--- src/rtl/ib_v2c_dispatch.sv ---
// ib_v2c_dispatch: v2c source select (VNU vs channel LLR), word FIFO
// toward the check-node side, per-layer transfer counter with done pulse.
module ib_v2c_dispatch #(
    parameter int QUAN_SIZE      = 4,
    parameter int PIPELINE_DEPTH = 3,
    parameter int FIFO_DEPTH     = 4,
    parameter int MSG_PER_LAYER  = 5
) (
    input  logic                 read_clk,
    input  logic                 rstn,
    input  logic                 flush,
    input  logic                 vnu_valid,
    output logic                 vnu_ready,
    input  logic [QUAN_SIZE-1:0] M0,
    input  logic [QUAN_SIZE-1:0] M1,
    input  logic [QUAN_SIZE-1:0] M2,
    input  logic [QUAN_SIZE-1:0] ch_llr_in,
    input  logic                 v2c_src,
    output logic                 v2c_valid,
    input  logic                 v2c_ready,
    output logic [QUAN_SIZE-1:0] v2c_msg0,
    output logic [QUAN_SIZE-1:0] v2c_msg1,
    output logic [QUAN_SIZE-1:0] v2c_msg2,
    output logic                 layer_done,
    output logic                 overflow
);

    localparam int AW = $clog2(FIFO_DEPTH);
    localparam int CW = AW + 1;
    localparam int MW = 3 * QUAN_SIZE;
    localparam int LW = $clog2(MSG_PER_LAYER + 1);
    localparam int AL = PIPELINE_DEPTH - 1;

    logic [QUAN_SIZE-1:0] al_q [AL];
    logic [QUAN_SIZE-1:0] ch_llr_al;

    logic [MW-1:0] mem [FIFO_DEPTH];
    logic [MW-1:0] word;
    logic [MW-1:0] rd_data;
    logic [AW-1:0] wr_ptr;
    logic [AW-1:0] rd_ptr;
    logic [CW-1:0] count;
    logic [LW-1:0] msg_cnt;
    logic          full;
    logic          empty;
    logic          push;
    logic          pop;
    logic          last;

    // Channel LLR delayed to line up with the VNU outputs.
    always_ff @(posedge read_clk or negedge rstn) begin
        if (!rstn) begin
            for (int i = 0; i < AL; i++) begin
                al_q[i] <= '0;
            end
        end else begin
            al_q[0] <= ch_llr_in;
            for (int i = 1; i < AL; i++) begin
                al_q[i] <= al_q[i-1];
            end
        end
    end

    assign ch_llr_al = al_q[AL-1];

    assign word = v2c_src ? {3{ch_llr_al}} : {M0, M1, M2};

    assign full      = (count == CW'(FIFO_DEPTH));
    assign empty     = (count == '0);
    assign vnu_ready = !full;
    assign v2c_valid = !empty;
    assign push      = vnu_valid && vnu_ready;
    assign pop       = v2c_valid && v2c_ready;
    assign last      = (msg_cnt == LW'(MSG_PER_LAYER - 1));

    always_ff @(posedge read_clk) begin
        if (push && !flush) begin
            mem[wr_ptr] <= word;
        end
    end

    always_ff @(posedge read_clk or negedge rstn) begin
        if (!rstn) begin
            wr_ptr <= '0;
            rd_ptr <= '0;
            count  <= '0;
        end else if (flush) begin
            wr_ptr <= '0;
            rd_ptr <= '0;
            count  <= '0;
        end else begin
            if (push) begin
                wr_ptr <= wr_ptr + AW'(1);
            end
            if (pop) begin
                rd_ptr <= rd_ptr + AW'(1);
            end
            case ({push, pop})
                2'b10:   count <= count + CW'(1);
                2'b01:   count <= count - CW'(1);
                default: count <= count;
            endcase
        end
    end

    always_ff @(posedge read_clk or negedge rstn) begin
        if (!rstn) begin
            overflow <= 1'b0;
        end else if (flush) begin
            overflow <= 1'b0;
        end else if (vnu_valid && full) begin
            overflow <= 1'b1;
        end
    end

    always_ff @(posedge read_clk or negedge rstn) begin
        if (!rstn) begin
            msg_cnt    <= '0;
            layer_done <= 1'b0;
        end else if (flush) begin
            msg_cnt    <= '0;
            layer_done <= 1'b0;
        end else if (pop) begin
            msg_cnt    <= last ? '0 : msg_cnt + LW'(1);
            layer_done <= last;
        end else begin
            layer_done <= 1'b0;
        end
    end

    // Gate with valid so the unreset memory never leaks X to the outputs.
    assign rd_data  = v2c_valid ? mem[rd_ptr] : '0;
    assign v2c_msg0 = rd_data[MW-1 -: QUAN_SIZE];
    assign v2c_msg1 = rd_data[MW-1-QUAN_SIZE -: QUAN_SIZE];
    assign v2c_msg2 = rd_data[QUAN_SIZE-1:0];

endmodule
--- config.mk ---
export PLATFORM = sky130hd
export DESIGN_NAME = ib_v2c_dispatch
export DESIGN_NICKNAME = d
export VERILOG_FILES = /design/src/rtl/ib_v2c_dispatch.sv
export SDC_FILE = /design/constraint.sdc
export NUM_CORES = 1
export LEC_CHECK = 0
export CELL_PAD_IN_SITES_DETAIL_PLACEMENT = 1
export CELL_PAD_IN_SITES_GLOBAL_PLACEMENT = 2
export CORE_ASPECT_RATIO = 1.75
export CORE_MARGIN = 1.5
export CORE_UTILIZATION = 39
export CTS_CLUSTER_DIAMETER = 200
export CTS_CLUSTER_SIZE = 20
export DETAILED_ROUTE_END_ITERATION = 16
export PLACE_DENSITY_LB_ADDON = 0.12
export SYNTH_ARGS = -nofsm -noshare
export SYNTH_HDL_FRONTEND = slang
export SYNTH_SLANG_ARGS = --single-unit
--- constraint.sdc ---
create_clock -name read_clk -period 2.6 [get_ports read_clk]
set_clock_uncertainty 0.05 [all_clocks]
set_input_delay 0.39 -clock read_clk [delete_from_list [all_inputs] [get_ports read_clk]]
set_output_delay 0.39 -clock read_clk [all_outputs]
set_load 0.05 [all_outputs]
## Word-level counts from Yosys, hierarchy flattened

Memories as Yosys holds them, arrays and structs flattened.
Index checks and enable logic that the tools add are counted.

| operators by class | value |
|---|---|
| shift-type cells | 0 |
| equal/unequal tests | 4 |
| div/mod/pow operators | 0 |
| bitwise logic cells | 0 |
| reductions and logical operators | 12 |
| add/subtract/negate cells | 5 |
| $lt $le $gt $ge | 0 |
| multipliers | 0 |
| multiplexer cells | 17 |

Operators with widths:

| kind | number |
|---|---|
| 12-bit two-way mux | 2 |
| 3-bit two-way mux | 4 |
| 2-bit two-way mux | 4 |
| 3-bit by 1-bit adder with 3-bit output, second input constant | 2 |
| 3-bit equality test, second input constant | 2 |
| 1-bit two-way mux | 6 |
| 3-bit one-hot mux with 2 select lines | 1 |
| 2-bit nonzero test | 3 |
| 2-bit by 1-bit adder with 2-bit output, second input constant | 2 |
| 1-bit logical AND | 4 |
| 1-bit zero test | 3 |
| 3-bit zero test | 1 |
| 3-bit nonzero test | 1 |
| 3-bit by 1-bit subtractor with 3-bit output, second input constant | 1 |
| 2-bit by 1-bit equality test with 1-bit output, second input constant | 1 |
| 2-bit equality test, second input constant | 1 |

| word-level totals | value |
|---|---|
| bits in writable memories | 48 |
| latch bits | 0 |
| memory bits (read-only) | 0 |
| bits in registers | 20 |
| memories kept | 1 |
| input bits | 22 |

Memory list:

| memory | depth | bits a word | read ports | clocked after memory_dff | wr ports | line | RTL |
|---|---|---|---|---|---|---|---|
| mem | 4 | 12 | 1 | 0 | 1 | 37 | `logic [MW-1:0] mem [FIFO_DEPTH];` |

## Depth between registers and ports, before layout

Gate-level depths: netlist (run 1).

| depth | value |
|---|---|
| word-level depth | 6 |
| gate-level depth with buffers | 7 |
| depth with buffers taken out | 6 |

## Worst setup path after synthesis (run 1)

OpenSTA, ideal clock, no wires.

| timing | value |
|---|---|
| path type | reg2out |
| start point | register count[1] |
| end point | output v2c_msg0[2] |
| stages on the path, launching flop included | 6 |
| path slack | 0.573 ns |
| arrival | 1.587 ns |
| path buffers | 2 |
| cells stage by stage | dfrtp_1 > buf_6 > or2_1 > nor2_2 > buf_6 > nor2b_1 |

| between the ends | value |
|---|---|
| longest elaborated chain between the ends | 2 |

Ends and longest elaborated chain:

| item | line | RTL |
|---|---|---|
| start, declared | 42 | `logic [CW-1:0] count;` |
| start signal, assigned | 99 | `2'b10: count <= count + CW'(1);` |
| start signal, assigned | 100 | `2'b01: count <= count - CW'(1);` |
| start signal, assigned | 101 | `default: count <= count;` |
| 3-bit zero test | 69 | `assign empty = (count == '0);` |
| 12-bit two-way mux | 132 | `assign rd_data = v2c_valid ? mem[rd_ptr] : '0;` |
| end, declared | 21 | `output logic [QUAN_SIZE-1:0] v2c_msg0,` |

No other way between the ends.

## Final worst setup path (run 1)

| timing | value |
|---|---|
| start point | register count[2] |
| end point | output vnu_ready |

| between the ends | value |
|---|---|
| longest elaborated chain between the ends | 2 |

Ends and longest elaborated chain:

| item | line | RTL |
|---|---|---|
| 3-bit equality test | 68 | `assign full = (count == CW'(FIFO_DEPTH));` |
| 1-bit zero test | 70 | `assign vnu_ready = !full;` |
| end, declared | 13 | `output logic vnu_ready,` |

No other way between the ends.

==> results of run 1 <==
==> area by class of cell <==
type / instances / area (sq um) / share of cell area (%)
clock buffer: 13 / 283 / 7.43
sequential: 68 / 1940 / 51.0
clock inverter: 3 / 17.5 / 0.460
tap: 88 / 110 / 2.89
multi-input combinational: 104 / 965 / 25.4
timing repair buffer: 47 / 413 / 10.9
inverter: 20 / 75.1 / 1.97
==> routing by layer <==
layer | GRT usage [%] | part of all wire (%) | up-vias
li1 | - | - | 828
met1 | 15.9 | 36 | 900
met2 | 31.4 | 60 | 33
met3 | 3.58 | 2.8 | 4
met4 | 7.57 | 1.1 | 0
met5 | 0 | 0 | -
==> placed cells by master (no fill, tap or decap), types with 2 or more instances in the layout <==
cell type and count:
edfxtp_1 48, clkdlybuf4s50_1 24, buf_4 23, dfrtp_1 20, inv_1 18, o21ai_0 13
mux4_2 11, clkbuf_16 11, a21oi_1 9, nor2b_4 8, nand2_1 6, ha_1 6
and2_1 5, nor2_1 5, nand2b_1 5, nor2b_1 4, o21ai_1 3, nand3_1 3
nand3b_1 3, inv_2 2, nor3_1 2, xor2_1 2, clkinv_2 2, clkbuf_1 2
==> final timing paths <==
| check | from | endpoint | slack (ns) | depth (start not counted) |
|---|---|---|---|---|
| setup / recovery | count[2] | vnu_ready | 0.1 | 3 |
| hold / removal | al_q[5] | ch_llr_al[1] | 0.30 | 0 |
| setup reg to reg | count[2] | count[1] | 0.48 | 5 |
| hold reg to reg | al_q[5] | ch_llr_al[1] | 0.30 | 0 |
| max in group asynchronous | rstn | overflow | 1.92 | 2 |
| min in group asynchronous | rstn | al_q[4] | 0.36 | 2 |
==> cell usage after synthesis (all sizes together) <==
| master | number |
|---|---|
| a2111oi | 1 |
| a211oi | 1 |
| a21oi | 9 |
| a221oi | 1 |
| a311oi | 1 |
| a31oi | 1 |
| and2 | 5 |
| buf | 9 |
| clkbuf | 2 |
| dfrtp | 20 |
| edfxtp | 48 |
| fa | 1 |
| ha | 6 |
| inv | 20 |
| mux2i | 1 |
| mux4 | 12 |
| nand2 | 6 |
| nand2b | 5 |
| nand3 | 3 |
| nand3b | 3 |
| nor2 | 6 |
| nor2b | 12 |
| nor3 | 2 |
| nor3b | 2 |
| nor4 | 1 |
| o21ai | 16 |
| o22ai | 1 |
| o311ai | 1 |
| o31ai | 1 |
| or2 | 1 |
| or3 | 1 |
| or3b | 1 |
| xnor2 | 1 |
| xor2 | 2 |
==> report_power, final <==
group	internal [mW]	switching [mW]	total, mW	leakage [nW]
combinational	0.343	0.517	0.860	0.616
clock	0.758	0.418	1.18	0.146
sequential	1.23	0.0655	1.29	0.695
==> per-stage QoR <==
step | instance area (sq um) | power [mW] | setup slack [ns]
after global routing | 3800 | 3.47 | 0.00968
final | 3800 | 3.33 | 0.0957
after global placement | 3500 | 2.16 | 0.465
after CTS | 3800 | 3.39 | 0.0603
after floorplan | 3080 | 1.98 | 0.573
after detailed placement | 3500 | 2.19 | 0.417
==> logic make-up after synthesis <==
| group | count (synthesis) | synth area share (%) |
|---|---|---|
| AOI/OAI and AO/OA | 33 | 6.75 |
| DFF | 68 | 63.1 |
| and+or+nand+nor | 48 | 11.4 |
| adders and majority gates | 7 | 3.09 |
| buffers and inverters | 31 | 5.49 |
| muxes | 13 | 9.24 |
| xor gates and xnor gates | 3 | 0.855 |
==> sequential cells by signal (all words and copies together) (netlist names) <==
signal and cells:
wr_ptr 2, rd_ptr 2, mem 48, msg_cnt 3, count 3, ch_llr_al 4
layer_done 1, overflow 1, al_q 4
==> critical path, cell delays in order (launching register included) <==
cell and delay (ns):
dfrtp_1 0.60, nor3b_4 0.36, inv_2 0.08, clkdlybuf4s50_1 0.70
==> impl_metrics.tcl, run 1 <==
set metrics [dict create \
    leakage_nw 1.46 \
    synth.area.top_cells "edfxtp_1 47%, dfrtp_1 16%, mux4_2 8.1%" \
    min_period_ns 2.50 \
    row_count 42 \
    area_growth_pct 23.7 \
    yosysUniqueCellTypes 43 \
    via_per_inst 5.15 \
    fin_nets 279 \
    ys_seq_elements 68 \
    fin_crit_sh_pct 96.3 \
    critPathCaptureType "output port" \
    gp_congestion 0.724 \
    path_clk_slew_ns 0.05 \
    route.antenna.remaining_nets 0 \
    power_density_nw_per_um2 875 \
    antenna_found_initial 0 \
    ys.warnings.count 0 \
    status "finished clean" \
    cts_tree "built" \
    finalNonFillerCells 343 \
    clock-sinks 68 \
    synth_nets 232 \
    synthCells 203 \
    rsz0062_at_grt "false" \
    diodes 0 \
    hold_slack_ns 0.298 \
    max-slew-margin-rel_pct 55.2 \
    dpl.hpwl_mm 4.39 \
    drc 0 \
    cts_resized 0 \
    finalSetupViolCount 0 \
    firstDrtPassIters 4 \
    yosysTopAreaCell "edfxtp_1" \
    layout-drive-gt1-share_pct 24.7 \
    clk_latency_ns 0.32 \
    fp.dieH_microns 120 \
    seq_area_frac_synth_pct 63.1 \
    overflow 0 \
    clk_path_buf_depth 2 \
    wl_mm 6.18 \
    grt_max_degree 21 \
    vias 1765 \
    die_w_microns 70.1 \
    start_util_pct 40.4 \
    hold_viol 0 \
    wire_per_inst_microns 18.0 \
    drt_iter0_drc 116 \
    worst-setup-path-type "reg2out" \
    coreArea_sq_um 7620 \
    dp.cells 327 \
    synth_top_area_share_pct 46.9 \
    finalMaxSlewViolations 0 \
    design.die.area_sq_um 8450 \
    max_freq_mhz 399 \
    cp-start-kind "flip-flop" \
    worstPathRequired_ns 2.16 \
    grtUsageTotal_pct 16.2 \
    worst_pin_slew_ns 0.672 \
    cp.arrival_ns 2.06 \
    postLayoutCoreUtil_pct 49.9 \
    port_buffers 37 \
    cts_made_buffers 9 \
    grt_pass1_vias 2000 \
    htreeDepth 3 \
    cts_setup_buffers 0 \
    clock-root-buffer "clkbuf_16" \
    avgSynthCellArea_sq_um 15.1 \
    maxCapViolCount 0 \
    syn_area_sq_um 3080 \
    grt_pass1_wl_mm 10.1 \
    nFillCells 749 \
    fin_tns_setup_ns 0 \
    hold_path.class "reg2reg" \
    peakVddDrop_uv 468 \
    cts_hold_buf 0 \
    num_io_pins 38 \
    path_max_fanout 12 \
]
(Power assumes the default switching activity.)
==> run 2: changes to the inputs <==
--- a/config.mk
+++ b/config.mk
@@ -13,7 +13,9 @@
 export CTS_CLUSTER_DIAMETER = 200
 export CTS_CLUSTER_SIZE = 20
 export DETAILED_ROUTE_END_ITERATION = 16
+export HOLD_SLACK_MARGIN = 0.03
 export PLACE_DENSITY_LB_ADDON = 0.12
+export SKIP_CTS_REPAIR_TIMING = 1
 export SYNTH_ARGS = -nofsm -noshare
 export SYNTH_HDL_FRONTEND = slang
 export SYNTH_SLANG_ARGS = --single-unit
==> constraint.sdc (replaced) <==
create_clock -name read_clk -period 2.35 [get_ports read_clk]
set_clock_uncertainty 0.05 [all_clocks]
set_input_delay 0.3525 -clock read_clk [delete_from_list [all_inputs] [get_ports read_clk]]
set_output_delay 0.3525 -clock read_clk [all_outputs]
set_load 0.05 [all_outputs]
==> run 2 against run 1 <==
  * Sequential share of layout area fell by 0.48 points
  * Critical path depth increased by 3
  * Register-to-register slack got worse by 0.19 ns
  * Critical path type unchanged
  * Die area is the same
  * Largest power group unchanged
  * First-iteration DRC count increased by 1.7%
  * Routed wire length increased by 1.7%
  * Non-clock buffer count is 6 higher
  * Largest cell class unchanged
  * Clock-buffer cell count shrank 3
  * Design area rose by 1.0%
  * Global-route usage up 0.53 points
==> impl_metrics.tcl, run 2 (synthesis results as in run 1) <==
set metrics [dict create \
    row_count 42 \
    hold_path.class "reg2reg" \
    r2r_end "count[1]" \
    crit_slowest_cell "dfrtp_2" \
    grtUsageTotal_pct 16.7 \
    grt_pass1_wl_mm 10.4 \
    maxCapViolCount 0 \
    mostFrequentLayoutCell "edfxtp_1" \
    hp-start "al_q[6]" \
    htreeDepth 3 \
    num_io_pins 38 \
    top_register "mem" \
    clock-root-buffer "clkbuf_16" \
    seq_power_share_pct 38.5 \
    worst-setup-path-type "reg2out" \
    finalSetupViolCount 0 \
    reg2reg_slack_ns 0.29 \
    wire_per_inst_microns 18.0 \
    reg2reg_depth 5 \
    status "finished clean" \
    cts_made_buffers 9 \
    pre_cts_ws_ns 0.145 \
    port_buffers 37 \
    crit_path_max_incr_delay_ns 0.46 \
    min_path_cells 0 \
    fin_nets 285 \
    fp.dieH_microns 120 \
    switching_share_pct 31.1 \
    finalMaxSlewViolations 0 \
    cp_cell_sequence "buf_4 > or2_1 > nor2_2 > buf_12 > nor2b_1 > buf_4" \
    dpl.hpwl_mm 4.58 \
    setup_slack_ns 0.108 \
    combPwrFrac_pct 28.1 \
    p_switching_mw 1.14 \
    largest_reg_flops 48 \
    coreArea_sq_um 7620 \
    crit_top_cell "buf_4" \
    die_w_microns 70.1 \
    rsz0062_at_grt "false" \
    path_clk_slew_ns 0.05 \
    design_area_sq_um 3840 \
    firstDrtPassIters 4 \
    start_util_pct 40.4 \
    min_to "ch_llr_al[2]" \
    max-slew-margin-rel_pct 59.5 \
    area_growth_pct 25.0 \
    fin_crit_sh_pct 95.4 \
    route.antenna.remaining_nets 0 \
    antenna_found_initial 0 \
    diodes 0 \
    reg2reg_from "count[1]" \
    clk_path_buf_depth 2 \
    max_freq_mhz 446 \
    path_max_fanout 13 \
    peakVddDrop_uv 349 \
    drc 0 \
    drt_iter0_drc 118 \
    clock-sinks 68 \
    final_cell_mix "48 x edfxtp_1, 28 x buf_4, 23 x clkdlybuf4s50_1" \
    wl_mm 6.28 \
    grt_max_degree 21 \
    critPathCaptureType "output port" \
    cts_tree "built" \
    min_period_ns 2.24 \
    power_density_nw_per_um2 953 \
    gp_congestion 0.772 \
    grt_pass1_vias 2011 \
    layout-drive-gt1-share_pct 28.0 \
    intPower_mw 2.52 \
    pwr-share-clk_pct 33.5 \
    overflow 0 \
    cp.arrival_ns 1.84 \
    vias 1753 \
    via_per_inst 5.02 \
    cp-start-kind "flip-flop" \
    hold_slack_ns 0.297 \
    worst_pin_slew_ns 0.607 \
    hold_viol 0 \
    clk_latency_ns 0.33 \
    worstPathRequired_ns 1.95 \
    design.die.area_sq_um 8450 \
    dpl_cell_area_sq_um 3560 \
    leakage_nw 1.48 \
    fin_tns_setup_ns 0 \
]
==> run 2: cell count changes in the layout (fill, tap and decap cells not counted), moves of 2 or more <==
cell / previous run / this run
clkinv_4: 0 / 2
buf_4: 23 / 28
clkbuf_1: 2 / 0
clkbuf_16: 11 / 9
==> run 2: metrics by stage <==
stage / instances / utilization (%) / total power [mW]
3_3_place_gp: 333 / 46.7 / 2.44
2_1_floorplan: 203 / - / 2.19
3_5_place_dp: 333 / 46.7 / 2.48
5_1_grt: 349 / 50.4 / 3.83
4_1_cts: 349 / 50.4 / 3.72
6_report: 349 / 50.4 / 3.66
==> run 2: worst max-delay path by stage <==
stage | depth (start not counted) | startpoint | end
finish | 6 | count[1] | v2c_msg1[3]
global route | 6 | count[1] | v2c_msg0[0]
CTS | 6 | count[1] | v2c_msg1[3]
detailed placement | 5 | vnu_valid | mem[0][2]
global placement | 5 | vnu_valid | mem[0][2]
floorplan | 5 | count[1] | v2c_msg0[2]
==> run 2: final cells by class <==
class | instances | area, sq um
Fill cell | 750 | 3780
Sequential cell | 68 | 1940
Multi-Input combinational cell | 104 | 965
Timing Repair Buffer | 53 | 472
Clock buffer | 10 | 239
Tap cell | 88 | 110
Inverter | 20 | 75.1
Clock inverter | 6 | 40.0
==> run 2: worst max-delay path, delay by kind of cell (launching register included) <==
family        cells  cell delay [ns]
buf+inv           3             0.56
flops             1             0.46
simple gates      3             0.49
==> run 2: power by group through the flow <==
stage | Clock, mW | Sequential, mW | Combinational (mW)
after global routing | 1.31 | 1.42 | 1.10
after floorplan | 0 | 1.41 | 0.776
after detailed placement | 0 | 1.43 | 1.04
after CTS | 1.26 | 1.41 | 1.05
final | 1.23 | 1.41 | 1.03
after global placement | 0 | 1.43 | 1.02
==> run 2: layer usage <==
metal	global-route usage, %	routed length [microns]
met4	8.53	144
met5	0	0
met2	30.7	3600
met1	17.5	2330
met3	3.92	214
==> run 3: changes to the inputs <==
--- a/config.mk
+++ b/config.mk
@@ -5,14 +5,16 @@
 export SDC_FILE = /design/constraint.sdc
 export NUM_CORES = 1
 export LEC_CHECK = 0
+export CAP_MARGIN = 15
 export CELL_PAD_IN_SITES_DETAIL_PLACEMENT = 1
 export CELL_PAD_IN_SITES_GLOBAL_PLACEMENT = 2
 export CORE_ASPECT_RATIO = 1.75
 export CORE_MARGIN = 1.5
-export CORE_UTILIZATION = 39
+export CORE_UTILIZATION = 45
 export CTS_CLUSTER_DIAMETER = 200
 export CTS_CLUSTER_SIZE = 20
 export DETAILED_ROUTE_END_ITERATION = 16
+export DONT_BUFFER_PORTS = 1
 export HOLD_SLACK_MARGIN = 0.03
 export PLACE_DENSITY_LB_ADDON = 0.12
 export SKIP_CTS_REPAIR_TIMING = 1
==> run 3 against run 2 <==
  * Clock power rose by 3%
  * Register-to-register slack got worse by 0.10 ns
  * Maximum frequency fell by 0.22%
  * Setup slack got worse by 0.0049 ns
  * Sequential cell count did not move
  * Global-route usage rose by 2.4 points
  * First-iteration DRC count fell by 31%
  * Die area fell by 13%
  * Via count fell by 3.3%
  * Largest cell class unchanged
==> impl_metrics.tcl, run 3 (synthesis results as in run 1) <==
set metrics [dict create \
    status "finished clean" \
    finalMaxSlewViolations 0 \
    mostFrequentLayoutCell "edfxtp_1" \
    power_density_nw_per_um2 1010 \
    multi_input_area_sq_um 965 \
    drc 0 \
    wire_per_inst_microns 19.9 \
    worst-setup-path-type "reg2out" \
    gp_congestion 0.683 \
    critPathCaptureType "output port" \
    min_period_ns 2.25 \
    crit_path_max_incr_delay_ns 0.55 \
    layout-drive-gt1-share_pct 22.7 \
    area_growth_pct 15.5 \
    coreArea_sq_um 6590 \
    vias 1696 \
    reg2reg_slack_ns 0.19 \
    row_count 39 \
    port_buffers 0 \
    fp.dieH_microns 112 \
    maxCapViolCount 0 \
    diodes 0 \
    final_cell_mix "48 x edfxtp_1, 19 x dfrtp_1, 18 x inv_1" \
    num_io_pins 38 \
    rsz0062_at_grt "false" \
    cts_made_buffers 9 \
    drt_iter0_drc 81 \
    hp-start "flush" \
    total_power_mw 3.60 \
    worst_pin_slew_ns 0.903 \
    htreeDepth 3 \
    top_register "mem" \
    crit_buf_inv 2 \
    min_path_cells 1 \
    nFillCells 645 \
    clk_path_buf_depth 2 \
    reg2reg_from "count[0]" \
    firstDrtPassIters 4 \
    route.antenna.remaining_nets 0 \
    dpl.hpwl_mm 4.12 \
    via_per_inst 5.45 \
    start_util_pct 46.7 \
    r2r_end "count[1]" \
    max_freq_mhz 445 \
    hold_path.class "in2reg" \
    worstPathRequired_ns 1.95 \
    leakage_nw 1.34 \
    crit_family "simple AND/OR/NAND/NOR gates" \
    clk_latency_ns 0.33 \
    hold_viol 0 \
    seqCellArea_sq_um 1940 \
    antenna_found_initial 0 \
    path_max_fanout 13 \
    min_to "count[1]" \
    grt_pass1_wl_mm 9.87 \
    grt_pass1_vias 1955 \
    largest_reg_flops 48 \
    combPwrFrac_pct 25.0 \
    crit_slowest_cell "dfrtp_1" \
    fin_crit_sh_pct 95.6 \
    overflow 0 \
    fin_tns_setup_ns 0 \
    max-slew-margin-rel_pct 39.6 \
    wl_mm 6.18 \
    peakVddDrop_uv 609 \
    clock-sinks 68 \
    die_w_microns 65.5 \
    fin_nets 253 \
    cp-start-kind "flip-flop" \
    finalSetupViolCount 0 \
    intPower_mw 2.52 \
    clock-root-buffer "clkbuf_16" \
    switching_share_pct 30.0 \
    grt_max_degree 21 \
    cp.arrival_ns 1.84 \
    design.die.area_sq_um 7360 \
    path_clk_slew_ns 0.05 \
    hold_slack_ns 0.0402 \
    reg2reg_depth 5 \
    grtUsageTotal_pct 19.2 \
    cp_cell_sequence "or2_1 > nor2_2 > buf_12 > nor2b_1 > buf_4" \
    p_switching_mw 1.08 \
    pwr-share-clk_pct 35.4 \
    seq_power_share_pct 39.6 \
    cts_tree "built" \
]
## run 3: cell count changes in the layout (fill, tap and decap cells not counted), sizes merged
cell,before,now
clkdlybuf4s50,23,0
buf,30,14
dlygate4sd3,0,7
clkbuf,10,14
clkinv,5,1
bufinv,0,1
clkinvlp,1,0
## run 3: worst max-delay path by stage
stage	from	end	slack (ns)	depth (start not counted)
floorplan	count[1]	v2c_msg0[2]	0.36	5
global placement	count[0]	count[1]	0.35	5
detailed placement	count[0]	count[1]	0.21	5
CTS	rd_ptr[0]	v2c_msg0[1]	0.04	4
global route	count[0]	v2c_msg0[1]	0.01	5
finish	count[0]	v2c_msg0[1]	0.10	5
## run 3: stage by stage
step           utilization, %  instances  setup WS [ns]  cell area, sq um
2_1_floorplan               -        203          0.360              3080
3_3_place_gp             48.6        288          0.353              3200
3_5_place_dp             48.6        288          0.212              3200
4_1_cts                  52.8        304         0.0381              3480
5_1_grt                  53.9        311         0.0106              3550
6_report                 53.9        311          0.103              3550
## run 3: layer usage
layer	share of wire, %	track usage [%]
met1	36	19.7
met2	56	33.1
met3	3.1	5.01
met4	4.2	13.1
met5	0	0
## run 3: cell type report
class	instances	area share (%)
Sequential cell	68	54.7
Multi-Input combinational cell	104	27.2
Clock buffer	14	6.87
Timing Repair Buffer	21	5.28
Tap cell	82	2.89
Inverter	20	2.11
Clock inverter	2	0.986
## run 3: power groups by stage
| stage | Clock [mW] | Combinational [mW] | Sequential, mW |
|---|---|---|---|
| global route | 1.36 | 0.965 | 1.43 |
| global placement | 0 | 0.857 | 1.44 |
| finish | 1.27 | 0.900 | 1.42 |
| detailed placement | 0 | 0.889 | 1.45 |
| floorplan | 0 | 0.776 | 1.41 |
| CTS | 1.31 | 0.898 | 1.42 |
